===== src/rtl/systolic_skew_feeder_pkg.sv =====
`default_nettype none
// +--------------------------------------------------------------------------+
// | Package : systolic_pkg                                                   |
// | Purpose : Shared defaults, FSM state encoding and sizing helper for the  |
// |           systolic skew feeder and its buffer.                           |
// | Ports   : n/a                                                            |
// | Rev     : 1.0  initial release                                           |
// +--------------------------------------------------------------------------+
package systolic_pkg;

  localparam int DEF_DATAWITH   = 16;
  localparam int DEF_ARRAY_SIZE = 2;
  localparam int DEF_DEPTH      = 8;

  typedef enum logic [2:0] {
    ST_IDLE      = 3'd0,
    ST_LOAD      = 3'd1,
    ST_STREAM    = 3'd2,
    ST_DRAIN     = 3'd3,
    ST_WAIT_DONE = 3'd4
  } state_e;

  // Address width for a DEPTH-entry buffer; never narrower than one bit.
  function automatic int idx_w(input int depth);
    return (depth > 1) ? $clog2(depth) : 1;
  endfunction

endpackage
`default_nettype wire


===== src/rtl/systolic_skew_feeder_if.sv =====
`default_nettype none
// +--------------------------------------------------------------------------+
// | Interface : systolic_skew_feeder_if                                      |
// | Purpose   : Groups the upstream beat handshake and the PE-array side     |
// |             signals of the skew feeder.                                  |
// | Signals   : in_valid/in_ready/in_last  beat handshake                    |
// |             in_data/in_weight          one A column / B row per beat     |
// |             data_out/weight_out        skewed lanes to the array         |
// |             systolic_en/read_all_data  array control                     |
// |             compute_done               sticky done from the array        |
// |             busy                       feeder not idle                   |
// | Modports  : slave (feeder side), master (environment side)               |
// | Rev       : 1.0  initial release                                         |
// +--------------------------------------------------------------------------+
interface systolic_skew_feeder_if
  import systolic_pkg::*;
#(
  parameter int DATAWITH   = DEF_DATAWITH,
  parameter int ARRAY_SIZE = DEF_ARRAY_SIZE
);

  logic                           in_valid;
  logic                           in_ready;
  logic                           in_last;
  logic [ARRAY_SIZE*DATAWITH-1:0] in_data;
  logic [ARRAY_SIZE*DATAWITH-1:0] in_weight;
  logic [ARRAY_SIZE*DATAWITH-1:0] data_out;
  logic [ARRAY_SIZE*DATAWITH-1:0] weight_out;
  logic                           systolic_en;
  logic                           read_all_data;
  logic                           compute_done;
  logic                           busy;

  modport slave (
    input  in_valid, in_last, in_data, in_weight, compute_done,
    output in_ready, data_out, weight_out, systolic_en, read_all_data, busy
  );

  modport master (
    output in_valid, in_last, in_data, in_weight, compute_done,
    input  in_ready, data_out, weight_out, systolic_en, read_all_data, busy
  );

endinterface
`default_nettype wire


===== src/rtl/systolic_skew_feeder_buf.sv =====
`default_nettype none
// +--------------------------------------------------------------------------+
// | Module  : feeder_buf                                                     |
// | Purpose : Per-lane DEPTH-entry register file holding one tile of data    |
// |           and weights. One shared write port, one read port per lane.    |
// | Ports   : clk          clock                                             |
// |           wr_en_i      write strobe (all lanes)                          |
// |           wr_idx_i     write index                                       |
// |           wr_data_i    packed lane data to store                         |
// |           wr_weight_i  packed lane weights to store                      |
// |           rd_idx_i     packed per-lane read indices                      |
// |           rd_data_o    packed per-lane read data (combinational)         |
// |           rd_weight_o  packed per-lane read weights (combinational)      |
// | Rev     : 1.0  initial release                                           |
// +--------------------------------------------------------------------------+
module feeder_buf
  import systolic_pkg::*;
#(
  parameter int DATAWITH   = DEF_DATAWITH,
  parameter int ARRAY_SIZE = DEF_ARRAY_SIZE,
  parameter int DEPTH      = DEF_DEPTH
) (
  input  wire logic                                clk,
  input  wire logic                                wr_en_i,
  input  wire logic [idx_w(DEPTH)-1:0]             wr_idx_i,
  input  wire logic [ARRAY_SIZE*DATAWITH-1:0]      wr_data_i,
  input  wire logic [ARRAY_SIZE*DATAWITH-1:0]      wr_weight_i,
  input  wire logic [ARRAY_SIZE*idx_w(DEPTH)-1:0]  rd_idx_i,
  output logic      [ARRAY_SIZE*DATAWITH-1:0]      rd_data_o,
  output logic      [ARRAY_SIZE*DATAWITH-1:0]      rd_weight_o
);

  localparam int AW = idx_w(DEPTH);

  for (genvar i = 0; i < ARRAY_SIZE; i++) begin : g_lane
    logic [DATAWITH-1:0] data_mem_q   [DEPTH];
    logic [DATAWITH-1:0] weight_mem_q [DEPTH];

    // Storage is fully overwritten before being read in each tile, so it
    // carries no reset.
    always_ff @(posedge clk) begin
      if (wr_en_i) begin
        data_mem_q[wr_idx_i]   <= wr_data_i[i*DATAWITH +: DATAWITH];
        weight_mem_q[wr_idx_i] <= wr_weight_i[i*DATAWITH +: DATAWITH];
      end
    end

    assign rd_data_o[i*DATAWITH +: DATAWITH]   = data_mem_q[rd_idx_i[i*AW +: AW]];
    assign rd_weight_o[i*DATAWITH +: DATAWITH] = weight_mem_q[rd_idx_i[i*AW +: AW]];
  end

endmodule
`default_nettype wire


===== src/rtl/systolic_skew_feeder.sv =====
`default_nettype none
// +--------------------------------------------------------------------------+
// | Module  : systolic_skew_feeder                                           |
// | Purpose : Buffers one tile of K beats (A columns / B rows) and replays   |
// |           them into a systolic PE array with lane i delayed by i         |
// |           cycles, zero-padded, then drains and waits for compute_done.   |
// | Ports   : clk   clock                                                    |
// |           rst   synchronous active-low reset                             |
// |           bus   systolic_skew_feeder_if.slave (handshake + array side)   |
// | Rev     : 1.0  initial release                                           |
// +--------------------------------------------------------------------------+
module systolic_skew_feeder
  import systolic_pkg::*;
#(
  parameter int DATAWITH   = DEF_DATAWITH,
  parameter int ARRAY_SIZE = DEF_ARRAY_SIZE,
  parameter int DEPTH      = DEF_DEPTH
) (
  input wire logic              clk,
  input wire logic              rst,
  systolic_skew_feeder_if.slave bus
);

  localparam int AW = idx_w(DEPTH);
  localparam int CW = $clog2(DEPTH + 1);
  localparam int SW = $clog2(DEPTH + ARRAY_SIZE) + 1;
  localparam int LW = ARRAY_SIZE * DATAWITH;

  state_e          state_q, state_d;
  logic [CW-1:0]   count_q, count_d;
  logic [CW-1:0]   k_q, k_d;
  logic [SW-1:0]   s_q, s_d;
  logic [LW-1:0]   data_out_q, data_out_d;
  logic [LW-1:0]   weight_out_q, weight_out_d;

  logic                  w_xfer;
  logic [AW-1:0]         w_wr_idx;
  logic [CW-1:0]         w_cnt_inc;
  logic [SW-1:0]         w_stream_end;
  logic [SW-1:0]         w_s_nxt;
  logic [CW-1:0]         w_k_nxt;
  logic [ARRAY_SIZE*AW-1:0] w_rd_idx;
  logic [LW-1:0]         w_rd_data;
  logic [LW-1:0]         w_rd_weight;

  assign bus.in_ready = (state_q == ST_IDLE) ||
                        ((state_q == ST_LOAD) && (count_q < CW'(DEPTH)));
  assign w_xfer       = bus.in_valid && bus.in_ready;

  // IDLE always writes slot 0 regardless of any stale count.
  assign w_wr_idx     = (state_q == ST_IDLE) ? '0 : count_q[AW-1:0];
  assign w_cnt_inc    = (state_q == ST_IDLE) ? CW'(1) : count_q + CW'(1);

  // Last STREAM index is K+ARRAY_SIZE-2.
  assign w_stream_end = SW'(k_q) + SW'(ARRAY_SIZE) - SW'(2);

  always_comb begin
    state_d = state_q;
    count_d = count_q;
    k_d     = k_q;
    s_d     = s_q;
    case (state_q)
      ST_IDLE, ST_LOAD: begin
        if (w_xfer) begin
          count_d = w_cnt_inc;
          if (bus.in_last || (w_cnt_inc == CW'(DEPTH))) begin
            k_d     = w_cnt_inc;
            s_d     = '0;
            state_d = ST_STREAM;
          end else begin
            state_d = ST_LOAD;
          end
        end
      end
      ST_STREAM: begin
        if (s_q == w_stream_end) begin
          s_d     = '0;
          state_d = ST_DRAIN;
        end else begin
          s_d = s_q + SW'(1);
        end
      end
      ST_DRAIN: begin
        // The stream counter is reused to time the drain window.
        if (s_q == SW'(2*ARRAY_SIZE - 1)) begin
          s_d     = '0;
          state_d = ST_WAIT_DONE;
        end else begin
          s_d = s_q + SW'(1);
        end
      end
      ST_WAIT_DONE: begin
        if (bus.compute_done) begin
          count_d = '0;
          k_d     = '0;
          state_d = ST_IDLE;
        end
      end
      default: begin
        state_d = ST_IDLE;
      end
    endcase
  end

  // The output registers are loaded with the values for the cycle being
  // entered, so look ahead to the next stream index and tile length.
  assign w_s_nxt = (state_q == ST_STREAM) ? (s_q + SW'(1)) : '0;
  assign w_k_nxt = (state_q == ST_STREAM) ? k_q : k_d;

  for (genvar i = 0; i < ARRAY_SIZE; i++) begin : g_skew
    logic [SW-1:0] w_off;
    logic          w_hit;
    logic          w_fwd;

    assign w_off = w_s_nxt - SW'(i);
    assign w_hit = (state_d == ST_STREAM) && (w_s_nxt >= SW'(i)) &&
                   (w_off < SW'(w_k_nxt));
    assign w_rd_idx[i*AW +: AW] = w_off[AW-1:0];

    // A single-beat tile reads slot 0 on the very edge that writes it, so
    // the incoming beat is forwarded around the buffer.
    assign w_fwd = w_xfer && (w_wr_idx == w_off[AW-1:0]);

    assign data_out_d[i*DATAWITH +: DATAWITH] =
      !w_hit ? '0 :
      w_fwd  ? bus.in_data[i*DATAWITH +: DATAWITH] :
               w_rd_data[i*DATAWITH +: DATAWITH];
    assign weight_out_d[i*DATAWITH +: DATAWITH] =
      !w_hit ? '0 :
      w_fwd  ? bus.in_weight[i*DATAWITH +: DATAWITH] :
               w_rd_weight[i*DATAWITH +: DATAWITH];
  end

  feeder_buf #(
    .DATAWITH   (DATAWITH),
    .ARRAY_SIZE (ARRAY_SIZE),
    .DEPTH      (DEPTH)
  ) u_buf (
    .clk         (clk),
    .wr_en_i     (w_xfer),
    .wr_idx_i    (w_wr_idx),
    .wr_data_i   (bus.in_data),
    .wr_weight_i (bus.in_weight),
    .rd_idx_i    (w_rd_idx),
    .rd_data_o   (w_rd_data),
    .rd_weight_o (w_rd_weight)
  );

  always_ff @(posedge clk) begin
    if (!rst) begin
      state_q      <= ST_IDLE;
      count_q      <= '0;
      k_q          <= '0;
      s_q          <= '0;
      data_out_q   <= '0;
      weight_out_q <= '0;
    end else begin
      state_q      <= state_d;
      count_q      <= count_d;
      k_q          <= k_d;
      s_q          <= s_d;
      data_out_q   <= data_out_d;
      weight_out_q <= weight_out_d;
    end
  end

  assign bus.data_out      = data_out_q;
  assign bus.weight_out    = weight_out_q;
  assign bus.systolic_en   = (state_q == ST_STREAM) || (state_q == ST_DRAIN);
  assign bus.read_all_data = (state_q == ST_DRAIN) || (state_q == ST_WAIT_DONE);
  assign bus.busy          = (state_q != ST_IDLE);

endmodule
`default_nettype wire


===== src/flat_wrapper.sv =====
// flat-port wrapper written by rule: the top's interface ports become plain ports
module systolic_skew_feeder_flat import systolic_pkg::*;
#(
  parameter int DATAWITH   = DEF_DATAWITH,
  parameter int ARRAY_SIZE = DEF_ARRAY_SIZE,
  parameter int DEPTH      = DEF_DEPTH
)
  (clk, rst, bus_in_valid, bus_in_last, bus_in_data, bus_in_weight, bus_compute_done, bus_in_ready, bus_data_out, bus_weight_out, bus_systolic_en, bus_read_all_data, bus_busy);
  systolic_skew_feeder_if #(.DATAWITH(DATAWITH), .ARRAY_SIZE(ARRAY_SIZE)) bus_i ();
  input wire logic clk;
  input wire logic rst;
  input wire logic [$bits(bus_i.in_valid)-1:0] bus_in_valid;
  input wire logic [$bits(bus_i.in_last)-1:0] bus_in_last;
  input wire logic [$bits(bus_i.in_data)-1:0] bus_in_data;
  input wire logic [$bits(bus_i.in_weight)-1:0] bus_in_weight;
  input wire logic [$bits(bus_i.compute_done)-1:0] bus_compute_done;
  output wire logic [$bits(bus_i.in_ready)-1:0] bus_in_ready;
  output wire logic [$bits(bus_i.data_out)-1:0] bus_data_out;
  output wire logic [$bits(bus_i.weight_out)-1:0] bus_weight_out;
  output wire logic [$bits(bus_i.systolic_en)-1:0] bus_systolic_en;
  output wire logic [$bits(bus_i.read_all_data)-1:0] bus_read_all_data;
  output wire logic [$bits(bus_i.busy)-1:0] bus_busy;
  assign bus_i.in_valid = bus_in_valid;
  assign bus_i.in_last = bus_in_last;
  assign bus_i.in_data = bus_in_data;
  assign bus_i.in_weight = bus_in_weight;
  assign bus_i.compute_done = bus_compute_done;
  assign bus_in_ready = bus_i.in_ready;
  assign bus_data_out = bus_i.data_out;
  assign bus_weight_out = bus_i.weight_out;
  assign bus_systolic_en = bus_i.systolic_en;
  assign bus_read_all_data = bus_i.read_all_data;
  assign bus_busy = bus_i.busy;
  systolic_skew_feeder #(.DATAWITH(DATAWITH), .ARRAY_SIZE(ARRAY_SIZE), .DEPTH(DEPTH)) u_core (.clk(clk), .rst(rst), .bus(bus_i));
endmodule

===== config.mk =====
export PLATFORM = sky130hd
export DESIGN_NAME = systolic_skew_feeder_flat
export DESIGN_NICKNAME = d
export VERILOG_FILES = /design/src/rtl/systolic_skew_feeder_pkg.sv /design/src/rtl/systolic_skew_feeder_if.sv /design/src/rtl/systolic_skew_feeder_buf.sv /design/src/rtl/systolic_skew_feeder.sv /design/src/flat_wrapper.sv
export SDC_FILE = /design/constraint.sdc
export NUM_CORES = 1
export LEC_CHECK = 0
export BUFFER_PORTS_ARGS = -buffer_cell sky130_fd_sc_hd__buf_2
export CORE_MARGIN = 2
export CORE_UTILIZATION = 30
export CTS_CLUSTER_SIZE = 25
export DETAILED_ROUTE_END_ITERATION = 8
export GPL_ROUTABILITY_DRIVEN = 1
export PLACE_DENSITY = 0.45
export SLEW_MARGIN = 40
export SYNTH_ARGS = -nofsm -noshare
export SYNTH_HDL_FRONTEND = slang
export SYNTH_SLANG_ARGS = --single-unit

===== constraint.sdc =====
create_clock -name clk -period 15.5 [get_ports clk]
set_input_delay 1.55 -clock clk [delete_from_list [all_inputs] [get_ports clk]]
set_output_delay 1.55 -clock clk [all_outputs]
set_load 0.02 [all_outputs]

Word level (Yosys, flattened, before mapping)
Memories as Yosys holds them, arrays and structs flattened. A register that Yosys moved wholly into a read port is not among the register bits.
Index checks and enable logic that the tools add are counted.
- register bits after elaboration: 16
- bits in writable memories: 512
- input bits: 69
- output and inout bits: 68
- word-level logic and storage cells: 76
- memories: 4
- $add $sub $neg: 5
- order comparisons: 5
- equal/unequal tests: 11
- mux-type cells: 24
- reductions and logical operators: 23
- memories (name ; depth ; bits a word ; read ports ; clocked after Yosys merged registers in ; wr ports ; RTL line ; RTL):
    u_core.u_buf.g_lane[0].data_mem_q ; 8 ; 16 ; 1 ; 1 ; 1 ; systolic_skew_feeder_buf.sv:36 ; logic [DATAWITH-1:0] data_mem_q [DEPTH];
    u_core.u_buf.g_lane[0].weight_mem_q ; 8 ; 16 ; 1 ; 1 ; 1 ; systolic_skew_feeder_buf.sv:37 ; logic [DATAWITH-1:0] weight_mem_q [DEPTH];
    u_core.u_buf.g_lane[1].data_mem_q ; 8 ; 16 ; 1 ; 1 ; 1 ; systolic_skew_feeder_buf.sv:36 ;
    u_core.u_buf.g_lane[1].weight_mem_q ; 8 ; 16 ; 1 ; 1 ; 1 ; systolic_skew_feeder_buf.sv:37 ;
- operators by type and width (operator ; number):
    4-bit two-way mux ; 7
    5-bit two-way mux ; 5
    4-bit case mux with 2 select lines ; 2
    3-bit two-way mux ; 5
    5-bit case mux with 3 select lines ; 1
    3-bit case mux with 4 select lines ; 1
    5-bit by 1-bit >= comparator with 1-bit output, second input constant ; 2
    5-bit by 4-bit less-than comparator with 1-bit output ; 2
    3-bit by 2-bit equality test with 1-bit output, second input constant ; 3
    1-bit logical AND ; 6
    3-bit AND reduction ; 2
    3-bit nonzero test ; 2
    4-bit by 2-bit adder with 5-bit output, second input constant ; 1
    5-bit by 1-bit adder with 5-bit output, second input constant ; 1
    5-bit by 2-bit equality test with 1-bit output, second input constant ; 1
    5-bit equality test ; 1
    5-bit by 1-bit subtractor with 5-bit output, second input constant ; 1
    5-bit by 2-bit subtractor with 5-bit output, second input constant ; 1
    4-bit by 1-bit adder with 4-bit output, second input constant ; 1
    4-bit equality test, second input constant ; 1
    1-bit zero test ; 4
    1-bit logical OR ; 4
    4-bit less-than comparator, second input constant ; 1
    2-bit by 1-bit inequality test with 1-bit output, second input constant ; 2
    other kinds (9) ; 11

Longest topological paths before layout
- depth after elaboration: 12
- mapped depth: 15
- gate-level depth less buffers: 12

Modules after synthesis
From an unflattened synthesis, not the netlist that was laid out.
- cells, all modules: 1137
- area, all modules: 23457.5 um2
- by module, submodules not included (module ; instances ; cells each ; area each (um2) ; sequential area each (um2)):
    feeder_buf ; 1 ; 753 ; 19520.0 ; 15374.7
    systolic_skew_feeder ; 1 ; 384 ; 3937.5 ; 1601.5

Least setup slack after synthesis
Ideal clock, no wire load.
- path type: input to register
- from: input port bus_in_valid
- to: memory u_core.u_buf.g_lane[0].data_mem_q[1][0] in the netlist's numbering (enable)
- library setup time: 0.667 ns
- data arrival time: 8.813 ns
- slack: 6.021 ns
- stages: 3
- buffers on the path: 0
- cells stage by stage: or3b_4 > a21oi_4 > nor4b_1
- word-level cells in the longest chain between the ends: 3
- ends and longest elaborated chain (item ; RTL line ; RTL):
    start, declared ; flat_wrapper.sv:12 ; input wire logic [$bits(bus_i.in_valid)-1:0] bus_in_valid;
    1-bit logical AND ; systolic_skew_feeder.sv:48 ; assign w_xfer = bus.in_valid && bus.in_ready;
    1-bit two-way mux ; systolic_skew_feeder_buf.sv:42 ; if (wr_en_i) begin
    1-bit two-way mux (implied by the code) ; systolic_skew_feeder_buf.sv:43 ; data_mem_q[wr_idx_i] <= wr_data_i[i*DATAWITH +: DATAWITH];
    end, declared ; systolic_skew_feeder_buf.sv:36 ;
Every way passes these cells.

Final worst setup path
- from: register u_core.state_q[0]
- to: register u_core.data_out_q[16], in the netlist u_core.bus.data_out[16] (read register of u_core.u_buf.g_lane[1].data_mem_q)
- word-level cells in the longest chain between the ends: 12
- elaborated cells between the ends (all ways): 31
- those cells by class: add/sub: 1; order compare: 2; eq/ne: 6; mux: 12; reduce/logical: 10
- ends and longest elaborated chain (item ; RTL line ; RTL):
    start, declared ; systolic_skew_feeder.sv:29 ; state_e state_q, state_d;
    start signal, assigned ; systolic_skew_feeder.sv:158 ; state_q <= state_d;
    3-bit zero test ; systolic_skew_feeder.sv:46, systolic_skew_feeder.sv:52, systolic_skew_feeder.sv:62 ;
    4-bit two-way mux ; systolic_skew_feeder.sv:52 ; assign w_cnt_inc = (state_q == ST_IDLE) ? CW'(1) : count_q + CW'(1);
    4-bit equality test ; systolic_skew_feeder.sv:66 ; if (bus.in_last || (w_cnt_inc == CW'(DEPTH))) begin
    1-bit logical OR ; systolic_skew_feeder.sv:66 ;
    4-bit two-way mux or 2-bit two-way mux (tied branches) ; systolic_skew_feeder.sv:66 ;
    4-bit two-way mux or 3-bit two-way mux (tied branches) ; systolic_skew_feeder.sv:64 ; if (w_xfer) begin
    4-bit case mux with 2 select lines or 3-bit case mux with 4 select lines (tied branches) ; systolic_skew_feeder.sv:62 ; case (state_q)
    4-bit two-way mux or 3-bit by 2-bit equality test with 1-bit output (tied branches) ; systolic_skew_feeder.sv:108, systolic_skew_feeder.sv:116 ;
    5-bit by 4-bit less-than comparator with 1-bit output or 1-bit logical AND (tied branches) ; systolic_skew_feeder.sv:117, systolic_skew_feeder.sv:116 ;
    1-bit logical AND ; systolic_skew_feeder.sv:116 ; assign w_hit = (state_d == ST_STREAM) && (w_s_nxt >= SW'(i)) &&
    2-bit AND reduction (no source line) ; n/a ;
    1-bit zero test (no source line) ; n/a ;
    end, declared ; systolic_skew_feeder.sv:33 ; logic [LW-1:0] data_out_q, data_out_d;
Several ways; a longest one is shown, not always the timed one.
A chain may end at the register's enable or synchronous reset.

==> impl_metrics.toml <==
[floorplan]
coreArea_mm2 = 0.07900
die_area_mm2 = 0.08198
initial_core_util_pct = 30.27
io_pins = 137
die-height_um = 286.3
placementRows = 103
die_w_um = 286.3

[timing]
skew_ns = 0.01221
setup_ws_ns = 10.47
holdWs_ns = 0.5192
fmax_ghz = 0.1987
rsz0062_at_grt = "false"
slew_headroom_pct = 45.06
drv_slew = 0
report.final.setup_viol = 0
post-route-min-period_ns = 5.033
fin_tns_setup_ns = 0
min_period_over_period_pct = 32.47
finalHoldViolations = 0
worst_pin_slew_ns = 0.8196

[logic_synthesis]
synthTopCellsByArea = "edfxtp_1, dfxtp_1, mux2i_1, nand2_1, mux2_2"
synth-compound-area-share_pct = 10.71
synth_fp_nets = 1713
synthAdderAreaFrac_pct = 0.5233
synthMuxAreaShare_pct = 8.137
netlist_area_mm2 = 0.02391
synth.distinct_cells = 60
synth_enable_flop_cells = 512
synth_simple_gate_area_share_pct = 7.059
synth_flop_cell = "edfxtp_1"
synthCells = 1634
yosysWarnings = 0
synth_area_leader_cell = "edfxtp_1"
async_flop_share_pct = 0
syn_area_per_cell_um2 = 14.63
yosysSeqAreaShare_pct = 71.00
synth_top_family_by_area = "compound AO/OA/AOI/OAI gates"
synth_top_area_share_pct = 64.30
synth_xor_area_share_pct = 0.4395
ys_ff_latch = 592

[routing]
vias_per_cell = 4.916
drtPass1Iterations = 5
drt-initial-drc-count = 825
finalWirelength_um = 62150
via_count = 14125
routedWlPerCell_um = 21.63
drc = 0
ant_nets = 0

[worst_setup_path]
r2r-start = "u_core.state_q[0]"
critPathKind = "flop to flop"
arrival_ns = 5.50
slowest_stage = "buf_4"
crit_path_start_kind = "flop"
end_kind = "flop"
crit_top_cell = "buf_4"
r2r_end = "u_core.bus.data_out[16]"
crit_chain = "nor3b_2 -> nand2b_1 -> inv_4 -> buf_4 -> nor2_1 -> nand2_1 -> xnor2_1 -> ha_1 -> a31oi_1 -> o2111ai_4 -> buf_4 -> a2111oi_0"
cp_num_buf_inv = 3
cp_top_family = "buffers and inverters"
cp_max_fo = 53
cpPeakStageDelay_ns = 0.67
r2r_setup_slack_ns = 10.47
rr_worst_depth = 12
critPathRequiredTime_ns = 15.97

[power]
seq_power_share_pct = 48.8
switching_share_pct = 21.64
cellLeakagePower_nw = 10.28
peakVddDrop_mv = 0.06783
p_int_w = 0.002833
p_per_area_mw_per_mm2 = 127.7
pwr-share-clk_pct = 45.7
power.share.combinational_pct = 5.5
p_switching_w = 0.0007824
power_w = 0.003615

[place]
gp_congestion = 0.7875
dp_cells = 2743
hpwl_um = 35550
dp_slack_ns = 10.37
port_buffers = 136

[hold_path]
hold_path_class = "flop to flop"
worstHoldStart = "u_core.s_q[4]"
hold-path-endpoint = "u_core.s_q[4]"
holdPathStages = 2

[global_routing]
grt_pass1_wl_um = 93610
antenna_found_initial = 10
grt_max_degree = 82
grt_pass1_vias = 14556
overflow = 0
grt.total_usage_pct = 15.12

[layout]
final_nets = 1843
syn2layout_area_growth_pct = 18.38
drive_above_1_share_pct = 21.64
final_cells = 2873

[clocking]
cts_max_path_buffers = 3
clock_latency_ns = 0.59
clockRootBuffer = "clkbuf_16"
numCtsBuffers = 69
cts.sinks = 592
clk_pin_slew_ns = 0.06
cts_setup_buffers = 0
h-tree-depth = 3
postCtsHoldBufs = 0
cts_resized = 0
cts_tree = "built"

[job]
drv_cap = 0

[outcome]
status = "finished, final reports clean"
-- worst max path at each step --
stage | cells past startpoint | end | from | slack (ns)
finish | 12 | u_core.bus.data_out[16] | u_core.state_q[0] | 10.47
global route | 12 | u_core.bus.data_out[16] | u_core.state_q[1] | 10.09
CTS | 12 | u_core.bus.data_out[16] | u_core.state_q[1] | 10.41
global placement | 12 | u_core.bus.data_out[16] | u_core.s_q[0] | 9.61
floorplan | 3 | u_core.u_buf.g_lane[0].data_mem_q[1][0] | bus_in_valid | 6.02
detailed placement | 10 | u_core.bus.data_out[16] | bus_in_valid | 10.37
-- layout make-up --
| class | count | area, µm² |
|---|---|---|
| repair buffers | 170 | 1022 |
| diodes | 2 | 5.005 |
| well taps | 1050 | 1314 |
| fillers | 7567 | 50690 |
| inverters | 12 | 53.80 |
| clock inverters | 23 | 270.3 |
| multi-input cells | 919 | 6584 |
| flip-flops and latches | 592 | 16980 |
| clock buffers | 105 | 2077 |
-- power by group through the flow --
stage	logic (W)	registers, W	clock network [W]
3_5_place_dp	0.000203	0.00180	0
6_report	0.000200	0.00176	0.00165
2_1_floorplan	0.000123	0.00180	0
3_3_place_gp	0.000199	0.00180	0
4_1_cts	0.000204	0.00176	0.00170
5_1_grt	0.000220	0.00176	0.00176
-- stage by stage --
stage | instance area (µm²) | util (%)
floorplan | 23910 | -
CTS | 28290 | 35.81
finish | 28310 | 35.83
detailed placement | 25940 | 32.84
global placement | 25800 | 32.66
global route | 28300 | 35.82
-- metal layers --
| layer | wire length (µm) | vias to the layer above | share of wire, % | track usage (%) |
|---|---|---|---|---|
| li1 | - | 6587 | - | - |
| met1 | 27600 | 7126 | 44 | 19.89 |
| met2 | 30140 | 302 | 48 | 25.43 |
| met3 | 3014 | 100 | 4.8 | 3.013 |
| met4 | 1331 | 10 | 2.1 | 4.071 |
| met5 | 63 | - | 0.10 | 0 |
-- Yosys cell counts, drive strengths merged, types with 2 or more instances --
cell / n
or3: 2
nor4: 2
nand2b: 5
or3b: 4
nand2: 216
a2111oi: 30
a211oi: 33
xor2: 5
xnor2: 7
mux2i: 128
nor2b: 7
nand3b: 2
nor4b: 2
ha: 10
mux2: 57
a32o: 3
and2: 2
a221o: 28
a21oi: 109
nor3b: 4
clkbuf: 64
nand3: 40
inv: 12
a311oi: 2
dfxtp: 80
nor2: 50
buf: 47
o21ai: 11
and3: 32
nor3: 6
nand4: 3
a22oi: 36
edfxtp: 512
a32oi: 4
o22ai: 65
-- logic make-up after synthesis --
| group | after synthesis |
|---|---|
| buf+inv | 123 |
| flops | 592 |
| simple gates | 379 |
| mux | 186 |
| compound gates | 332 |
| xor+xnor | 12 |
| fa+ha+maj | 10 |
-- worst register-to-register path: stages (launching register included) --
cell and delay, ns:
dfxtp_1 0.48, nor3b_2 0.57, nand2b_1 0.48, inv_4 0.61
buf_4 0.71, nor2_1 0.24, nand2_1 0.13, xnor2_1 0.13
ha_1 0.24, a31oi_1 0.23, o2111ai_4 0.36, buf_4 0.41
a2111oi_0 0.33
-- cell usage in the layout (no fill, tap or decap), drive strengths merged, types with 5 or more instances in the layout --
| cell | count |
|---|---|
| a2111oi | 30 |
| buf | 170 |
| bufinv | 5 |
| nand2b | 5 |
| nor3 | 6 |
| clkinv | 17 |
| nand3 | 40 |
| mux2i | 128 |
| inv | 13 |
| a22oi | 36 |
| and3 | 32 |
| mux2 | 57 |
| ha | 10 |
| o22ai | 65 |
| dfxtp | 80 |
| nand2 | 216 |
| a221o | 28 |
| o21ai | 11 |
| edfxtp | 512 |
| nor2b | 7 |
| a211oi | 33 |
| a21oi | 109 |
| xnor2 | 7 |
| xor2 | 5 |
| clkbuf | 105 |
| nor2 | 50 |
-- registers in the layout, summed over array words and instances (netlist names) --
signal / flops
u_core.s_q: 5
u_core.u_buf.g_lane.weight_mem_q: 256
u_core.bus.weight_out: 32
u_core.k_q: 4
u_core.count_q: 4
u_core.u_buf.g_lane.data_mem_q: 256
u_core.state_q: 3
u_core.bus.data_out: 32
(Power assumes the default switching activity.)
